==> src/rtl/fifo_wr_arbiter_pkg.sv <==
`default_nettype none
// ============================================================================
// Module  : fifo_wr_arbiter_pkg
// Brief   : Shared constants and helpers for the dcfifo write-port arbiter.
// Revision: 1.0 - initial release
// ============================================================================
package fifo_wr_arbiter_pkg;

  localparam int DEFAULT_WIDTH = 8;

  // FSM encodings for the arbiter
  localparam logic [0:0] ST_IDLE  = 1'b0;
  localparam logic [0:0] ST_GRANT = 1'b1;

  // Modular add for indices already below n (a < n, b < n)
  function automatic int wrap_add(input int a, input int b, input int n);
    int s;
    s = a + b;
    return (s >= n) ? (s - n) : s;
  endfunction

endpackage
`default_nettype wire

==> src/rtl/fifo_wr_arbiter_if.sv <==
`default_nettype none
// ============================================================================
// Module  : fifo_wr_arbiter_if
// Brief   : Producer-side request bus plus dcfifo write-side signals.
//           master = arbiter, slave = producers / FIFO environment.
// Revision: 1.0 - initial release
// ============================================================================
interface fifo_wr_arbiter_if
  import fifo_wr_arbiter_pkg::*;
#(
  parameter int NREQ  = 4,
  parameter int WIDTH = DEFAULT_WIDTH
);
  localparam int NREQ_L = $clog2(NREQ);

  logic [NREQ-1:0]       valid;
  logic [NREQ*WIDTH-1:0] din_flat;
  logic [NREQ-1:0]       ready;
  logic                  full;
  logic                  wr;
  logic [WIDTH-1:0]      dout;
  logic [NREQ_L-1:0]     gnt_id;
  logic                  busy;

  modport master (
    input  valid, din_flat, full,
    output ready, wr, dout, gnt_id, busy
  );

  modport slave (
    output valid, din_flat, full,
    input  ready, wr, dout, gnt_id, busy
  );

endinterface
`default_nettype wire

==> src/rtl/fifo_wr_arbiter_rr_pick.sv <==
`default_nettype none
// ============================================================================
// Module  : fifo_wr_arbiter_rr_pick
// Brief   : Combinational round-robin picker: first set bit of req searching
//           upward from ptr with wrap at NREQ.
// Revision: 1.0 - initial release
// ============================================================================
module fifo_wr_arbiter_rr_pick
  import fifo_wr_arbiter_pkg::*;
#(
  parameter int NREQ = 4
) (
  input  logic [NREQ-1:0]         req,
  input  logic [$clog2(NREQ)-1:0] ptr,
  output logic                    any,
  output logic [$clog2(NREQ)-1:0] idx
);
  localparam int c_NREQ_L = $clog2(NREQ);

  // Scan farthest-first so the candidate nearest ptr overwrites the rest
  always_comb begin
    any = |req;
    idx = '0;
    for (int k = NREQ - 1; k >= 0; k--) begin
      if (req[wrap_add(int'(ptr), k, NREQ)]) begin
        idx = c_NREQ_L'(wrap_add(int'(ptr), k, NREQ));
      end
    end
  end

endmodule
`default_nettype wire

==> src/rtl/fifo_wr_arbiter.sv <==
`default_nettype none
// ============================================================================
// Module  : fifo_wr_arbiter
// Brief   : Shares one dcfifo write port among NREQ producers. Round-robin
//           grants held for up to BURST beats; one-cycle arbitration bubble.
//           Optional macro FIFO_WR_ARB_PRIO_EN: requester 0 always wins in
//           IDLE and does not advance the round-robin pointer.
// Revision: 1.0 - initial release
// ============================================================================
module fifo_wr_arbiter
  import fifo_wr_arbiter_pkg::*;
#(
  parameter int NREQ  = 4,
  parameter int WIDTH = DEFAULT_WIDTH,
  parameter int BURST = 4
) (
  input  logic             clock,
  input  logic             reset,
  fifo_wr_arbiter_if.master bus
);
  localparam int                  c_NREQ_L    = $clog2(NREQ);
  localparam int                  c_BEAT_W    = $clog2(BURST) + 1;
  localparam logic [c_BEAT_W-1:0] c_BEAT_LAST = c_BEAT_W'(BURST - 1);

  logic [0:0]          r_state,    w_state_nxt;
  logic [c_NREQ_L-1:0] r_gnt_id,   w_gnt_id_nxt;
  logic [c_BEAT_W-1:0] r_beat_cnt, w_beat_cnt_nxt;
  logic [c_NREQ_L-1:0] r_rr_ptr,   w_rr_ptr_nxt;

  logic [NREQ-1:0]     w_req;
  logic                w_any;
  logic [c_NREQ_L-1:0] w_pick;
  logic                w_sel_any;
  logic [c_NREQ_L-1:0] w_sel;
  logic [c_NREQ_L-1:0] w_rr_inc;
  logic [c_NREQ_L-1:0] w_rr_after;
  logic                w_gnt_valid;
  logic                w_xfer;

  fifo_wr_arbiter_rr_pick #(.NREQ(NREQ)) u_rr_pick (
    .req (w_req),
    .ptr (r_rr_ptr),
    .any (w_any),
    .idx (w_pick)
  );

  assign w_rr_inc    = c_NREQ_L'(wrap_add(int'(r_gnt_id), 1, NREQ));
  assign w_gnt_valid = bus.valid[r_gnt_id];
  assign w_xfer      = (r_state == ST_GRANT) && w_gnt_valid && !bus.full;

`ifdef FIFO_WR_ARB_PRIO_EN
  // Requester 0 bypasses the rotation; the others share it
  assign w_req      = {bus.valid[NREQ-1:1], 1'b0};
  assign w_sel_any  = bus.valid[0] | w_any;
  assign w_sel      = bus.valid[0] ? '0 : w_pick;
  assign w_rr_after = (r_gnt_id == '0) ? r_rr_ptr : w_rr_inc;
`else
  assign w_req      = bus.valid;
  assign w_sel_any  = w_any;
  assign w_sel      = w_pick;
  assign w_rr_after = w_rr_inc;
`endif

  // State and grant bookkeeping registers
  always_ff @(posedge clock or posedge reset) begin
    if (reset) begin
      r_state    <= ST_IDLE;
      r_gnt_id   <= '0;
      r_beat_cnt <= '0;
      r_rr_ptr   <= '0;
    end else begin
      r_state    <= w_state_nxt;
      r_gnt_id   <= w_gnt_id_nxt;
      r_beat_cnt <= w_beat_cnt_nxt;
      r_rr_ptr   <= w_rr_ptr_nxt;
    end
  end

  // Next-state: arbitrate in IDLE, count beats / release in GRANT
  always_comb begin
    w_state_nxt    = r_state;
    w_gnt_id_nxt   = r_gnt_id;
    w_beat_cnt_nxt = r_beat_cnt;
    w_rr_ptr_nxt   = r_rr_ptr;
    case (r_state)
      ST_IDLE: begin
        if (w_sel_any) begin
          w_state_nxt    = ST_GRANT;
          w_gnt_id_nxt   = w_sel;
          w_beat_cnt_nxt = '0;
        end
      end
      ST_GRANT: begin
        if (!w_gnt_valid) begin
          // Requester withdrew: end the grant without a write
          w_state_nxt  = ST_IDLE;
          w_rr_ptr_nxt = w_rr_after;
        end else if (w_xfer) begin
          if (r_beat_cnt == c_BEAT_LAST) begin
            w_state_nxt  = ST_IDLE;
            w_rr_ptr_nxt = w_rr_after;
          end else begin
            w_beat_cnt_nxt = r_beat_cnt + c_BEAT_W'(1);
          end
        end
        // valid but full: hold grant and beat count
      end
      default: begin
        w_state_nxt = ST_IDLE;
      end
    endcase
  end

  // Outputs: write datapath steered by the registered grant
  always_comb begin
    bus.ready  = '0;
    bus.wr     = w_xfer;
    bus.dout   = '0;
    bus.busy   = 1'b0;
    bus.gnt_id = r_gnt_id;
    if (r_state == ST_GRANT) begin
      bus.busy = 1'b1;
      bus.dout = bus.din_flat[int'(r_gnt_id)*WIDTH +: WIDTH];
      if (w_xfer) begin
        bus.ready[r_gnt_id] = 1'b1;
      end
    end
  end

endmodule
`default_nettype wire

==> src/flat_wrapper.sv <==
// flat-port wrapper written by rule: the top's interface ports become plain ports
module fifo_wr_arbiter_flat import fifo_wr_arbiter_pkg::*;
#(
  parameter int NREQ  = 4,
  parameter int WIDTH = DEFAULT_WIDTH,
  parameter int BURST = 4
)
  (clock, reset, bus_valid, bus_din_flat, bus_full, bus_ready, bus_wr, bus_dout, bus_gnt_id, bus_busy);
  fifo_wr_arbiter_if #(.NREQ(NREQ), .WIDTH(WIDTH)) bus_i ();
  input  logic clock;
  input  logic reset;
  input wire logic [$bits(bus_i.valid)-1:0] bus_valid;
  input wire logic [$bits(bus_i.din_flat)-1:0] bus_din_flat;
  input wire logic [$bits(bus_i.full)-1:0] bus_full;
  output wire logic [$bits(bus_i.ready)-1:0] bus_ready;
  output wire logic [$bits(bus_i.wr)-1:0] bus_wr;
  output wire logic [$bits(bus_i.dout)-1:0] bus_dout;
  output wire logic [$bits(bus_i.gnt_id)-1:0] bus_gnt_id;
  output wire logic [$bits(bus_i.busy)-1:0] bus_busy;
  assign bus_i.valid = bus_valid;
  assign bus_i.din_flat = bus_din_flat;
  assign bus_i.full = bus_full;
  assign bus_ready = bus_i.ready;
  assign bus_wr = bus_i.wr;
  assign bus_dout = bus_i.dout;
  assign bus_gnt_id = bus_i.gnt_id;
  assign bus_busy = bus_i.busy;
  fifo_wr_arbiter #(.NREQ(NREQ), .WIDTH(WIDTH), .BURST(BURST)) u_core (.clock(clock), .reset(reset), .bus(bus_i));
endmodule
==> config.mk <==
export PLATFORM = sky130hd
export DESIGN_NAME = fifo_wr_arbiter_flat
export DESIGN_NICKNAME = d
export VERILOG_FILES = /design/src/rtl/fifo_wr_arbiter_pkg.sv /design/src/rtl/fifo_wr_arbiter_if.sv /design/src/rtl/fifo_wr_arbiter_rr_pick.sv /design/src/rtl/fifo_wr_arbiter.sv /design/src/flat_wrapper.sv
export SDC_FILE = /design/constraint.sdc
export NUM_CORES = 1
export LEC_CHECK = 0
export BUFFER_PORTS_ARGS = -buffer_cell sky130_fd_sc_hd__buf_2
export CAP_MARGIN = 40
export CORE_MARGIN = 2
export CORE_UTILIZATION = 40
export CTS_CLUSTER_DIAMETER = 80
export DETAILED_ROUTE_END_ITERATION = 10
export PLACE_DENSITY_LB_ADDON = 0.3
export SYNTH_ARGS = -nofsm -noshare
export SYNTH_HDL_FRONTEND = slang
export SYNTH_HIERARCHICAL = 1
export SYNTH_SLANG_ARGS = --single-unit
==> constraint.sdc <==
create_clock -name clock -period 2.2 [get_ports clock]
set_input_delay 0.44 -clock clock [delete_from_list [all_inputs] [get_ports clock]]
set_output_delay 0.44 -clock clock [all_outputs]
set_load 0.005 [all_outputs]
Yosys cells after proc, flatten, opt, wreduce, memory -nomap -nowiden
Index checks and enable logic that the tools add are counted.

Memories: 0. Bits of input ports: 39. Memory bits (writable): 0. Flip-flop bits (word level): 8. Latch bits: 0. Output and inout bits: 16. Bits in read-only memories: 0. Logic and storage cells: 84.

Multipliers: 0. Bitwise operators: 1. Order comparisons: 11. Eq/ne operators: 7. Reductions and logical operators: 8. Shifts and indexed selects: 1. Divide/modulo/power cells: 0. Multiplexer cells: 42. Add/sub/neg operators: 10.

Operators by type and width (count): $lt 32x4->1 const B (4); $mux 32 (4); $shiftx 32x6->8 (1); $mux 2 (8); $mux 1 (15); $ge 3x3->1 const B (4); $mux 3 (4); $ne 2x2->1 const B (6); $sub 3x3->4 const B (3); $bmux 1 s2 (5); $mux 4 (2); $mux 8 (1); $add 2x1->3 const B (2); $add 2x2->3 const B (2); $pmux 3 s2 (1); $reduce_and 4->1 (1); $reduce_or 4->1 (1); $sub 2x3->4 const B (1); $add 3x1->3 const B (1); $eq 3x2->1 const B (1); $ge 2x3->1 const B (1); $logic_and 1x1->1 (3); $lt 2x3->1 const B (1); $reduce_and 3->1 (1); other kinds (7) (7).

Depth between registers and ports, before layout
Depth in word-level cells: 10. Mapped depth: 6. Depth with buffers taken out: 6.

Cells and area by module
The synthesis kept the hierarchy.

By module, submodules not included: fifo_wr_arbiter (area each 760.7 µm², instances 1, sequential area each 200.2 µm², cells each 62); fifo_wr_arbiter_rr_pick (area each 77.6 µm², instances 1, sequential area each 0.0 µm², cells each 13).

Worst setup path after synthesis
No wires, ideal clock.

Path kind: register -> output. From: reg u_core.r_gnt_id[0] (netlist: u_core/bus.gnt_id[0]). To: out bus_dout[0]. Buffers on the path: 1. Stages on the path, launching flop included: 4. Required time: 1.760 ns. Arrival time: 1.465 ns. Path slack: 0.295 ns. Cells stage by stage: dfrtp_1 -> buf_2 -> mux4_2 -> and2_1.

Longest elaborated chain between the ends: 2.

Ends and longest elaborated chain: from (decl) (RTL line fifo_wr_arbiter.sv:26) `logic [c_NREQ_L-1:0] r_gnt_id, w_gnt_id_nxt;`; from (signal assigned) (RTL line fifo_wr_arbiter.sv:73) `r_gnt_id <= w_gnt_id_nxt;`; $shiftx 32x6->8 (RTL line fifo_wr_arbiter.sv:123) `bus.dout = bus.din_flat[int'(r_gnt_id)*WIDTH +: WIDTH];`; $mux 8 (RTL line fifo_wr_arbiter.sv:121) `if (r_state == ST_GRANT) begin`; to (decl) (RTL line flat_wrapper.sv:17) `output wire logic [$bits(bus_i.dout)-1:0] bus_dout;`.

Every way passes these cells.

Final worst setup path
From: reg u_core.r_gnt_id[0] (netlist: u_core/bus.gnt_id[0]). To: out bus_dout[6].

Same word-level chain as after synthesis.

==> results_dict.tcl <==
set metrics [dict create \
    status "finished, final reports clean" \
    clock_latency_ns 0.25 \
    drt_iter0_drc 11 \
    relSlewSlack_pct 75.7 \
    power.share.clock_pct 8.5 \
    cts_resized 0 \
    ys_top_cells_by_area "mux4_2 (24%), dfrtp_1 (24%), and2_1 (9.0%)" \
    die_x_um 49.8 \
    critPathLaunchType "flip-flop" \
    grt_pass1_wl_um 3260 \
    fp.coreArea_mm2 0.00196 \
    finClkSkew_ns 0.00874 \
    hold_viol 0 \
    synth_area_um2 838 \
    ios 55 \
    powerDensity_mw_per_mm2 1080 \
    cts_buffer_depth 2 \
    io_buffers 54 \
    p_int_uw 787 \
    cts_setup_buffers 0 \
    via_per_inst 5.02 \
    swShare_pct 38.3 \
    grt_pass1_vias 783 \
    start_util_pct 42.7 \
    worstPathRequired_ns 1.76 \
    pwr-share-comb_pct 68.1 \
    n_antenna_cell 0 \
    power_frac_seq_pct 23.4 \
    root_buffer "clkbuf_4" \
    vias 798 \
    tightest_slew_ns 0.363 \
    drtPass1Iterations 2 \
    hp-class "in2async" \
    yosysMostFrequentCell "and2_1" \
    cts-buffers-inserted 3 \
    setup-tns-final_ns 0 \
    fp-row-count 16 \
    gp_congestion 0.718 \
    r2r_setup_slack_ns 0.32 \
    rsz0062_at_grt "no" \
    finalSetupViolations 0 \
    grt.total_usage_pct 16.8 \
    net-switching-power_uw 489 \
    die_y_um 49.8 \
    ant_nets 0 \
    syn_area_per_cell_um2 11.2 \
    clock-sinks 8 \
    syn_inst 75 \
    irDropWorstVdd_mv 0.904 \
    syn_nets 120 \
    antenna_found_initial 0 \
    drt-total-wl_um 1940 \
    ys.flop_type "dfrtp_1" \
    cp.arrival_ns 1.66 \
    drc 0 \
    maxCapViolCount 0 \
    cts_tree "built" \
    end_kind "primary output" \
    avgRoutedWirePerCell_um 12.2 \
    finalWorstPathRequiredPeriod_ns 2.10 \
    drive_gt1_share_pct 56.8 \
    yosysTopAreaCell "mux4_2" \
    worstPathMaxFanout 12 \
    power_leakage_nw 0.597 \
    syn2layout_area_growth_pct 40.4 \
    ys_async_sr_fraction_pct 100 \
    ctsHoldBuffers 0 \
    nets 179 \
    synth_top_area_share_pct 24.2 \
    power_mw 1.28 \
    ys_seq_area_share_pct 23.9 \
    path_class "reg2out" \
    ys_ff_latch 8 \
    synth_common_cells "and2_1 (12), mux4_2 (9), dfrtp_1 (8)" \
    yosys_warnings 6 \
    final_util_pct 60.0 \
    slew_viol_final 0 \
    fill_cells 178 \
    ctsHtreeMaxLevel 1 \
    dieArea_mm2 0.00248 \
    overflow 0 \
    timing.final.crit_share_pct 95.3 \
    path_clk_slew_ns 0.06 \
    ys_types 23 \
    final_cells 159 \
    dp_cells 156 \
    holdWs_ns 0.117 \
    grt_max_degree 15 \
    synth-edff-count 0 \
    fmax_mhz 477 \
    hpwl_um 1620 \
]
sequential cells by signal, indices dropped and copies added (netlist names):
name and count:
u_core/r_state 1, u_core/r_rr_ptr 2, u_core/bus.gnt_id 2, u_core/r_beat_cnt 3
worst paths after layout:
path                                       from                   end  cells after the start
setup / recovery           u_core/bus.gnt_id[0]           bus_dout[6]                      4
min in group clock         u_core/r_beat_cnt[0]  u_core/r_beat_cnt[0]                      1
hold reg to reg            u_core/r_beat_cnt[0]  u_core/r_beat_cnt[0]                      1
setup reg to reg           u_core/r_beat_cnt[0]    u_core/r_rr_ptr[0]                      6
max in group asynchronous                 reset  u_core/r_beat_cnt[0]                      2
hold / removal                            reset  u_core/r_beat_cnt[1]                      2
metrics by stage:
step                      area [µm²]  worst slack (ns)
after floorplan                  838             0.295
after global placement          1150             0.270
after detailed placement        1150             0.239
after CTS                       1170            0.0444
after global routing            1180            0.0235
final                           1180             0.104
kinds of logic after synthesis:
logic type,Yosys count,synth area share (%)
AO/OA/AOI/OAI,5,5.82
adder cells (fa/ha/maj),6,8.95
buffers and inverters,8,3.88
flip-flops,8,23.9
multiplexers,19,36.7
AND/OR/NAND/NOR,29,20.7
power groups by stage:
stage / clock network [mW] / logic (mW) / registers [mW]
2_1_floorplan: 0 / 0.598 / 0.286
3_3_place_gp: 0 / 0.849 / 0.298
3_5_place_dp: 0 / 0.868 / 0.302
4_1_cts: 0.115 / 0.872 / 0.298
5_1_grt: 0.120 / 0.943 / 0.314
6_report: 0.109 / 0.869 / 0.299
layout by cell type (no fill, tap or decap):
| master | synthesis | layout |
|---|---|---|
| mux2i_1 | 6 | 6 |
| and3b_4 | 1 | 1 |
| nor3b_1 | 1 | 1 |
| buf_2 | 2 | 54 |
| nor2b_4 | 1 | 1 |
| nand2_1 | 5 | 5 |
| nor2_1 | 4 | 4 |
| mux2_2 | 2 | 2 |
| nor2b_1 | 1 | 1 |
| a211oi_1 | 1 | 1 |
| mux4_2 | 9 | 9 |
| nand2b_1 | 3 | 3 |
| o21a_1 | 1 | 1 |
| or3_1 | 1 | 1 |
| and2_1 | 12 | 12 |
| mux2_1 | 2 | 2 |
| buf_4 | 0 | 2 |
| o311ai_2 | 1 | 1 |
| inv_1 | 5 | 5 |
| dfrtp_1 | 8 | 8 |
| ha_1 | 6 | 6 |
| buf_6 | 0 | 1 |
| a21oi_1 | 1 | 1 |
| clkbuf_4 | 0 | 3 |
| a211oi_2 | 1 | 1 |
area by class of cell:
type | instances | area, µm² | area share (%)
multi-input cells | 59 | 606 | 51.4
repair buffers | 57 | 297 | 25.2
inverters | 5 | 18.8 | 1.59
clock buffers | 3 | 22.5 | 1.91
well taps | 27 | 33.8 | 2.87
flip-flops and latches | 8 | 200 | 17.0
worst max-delay path, cell delays in order, from the launching register on:
cell and delay (ns):
dfrtp_1 0.40, buf_6 0.21, mux4_2 0.52, and2_1 0.16
buf_2 0.12
metal layers:
metal  routed length, µm  track usage, %  vias to the layer above  share of wire (%)
li1                    -               -                      389                  -
met1                 791            19.1                      376                 41
met2                 976            29.6                       33                 50
met3                 171            6.67                        0                8.8
met4                   0            3.70                        0                  0
met5                   0               0                        -                  0
No activity file was read; power rests on OpenSTA's default activity.
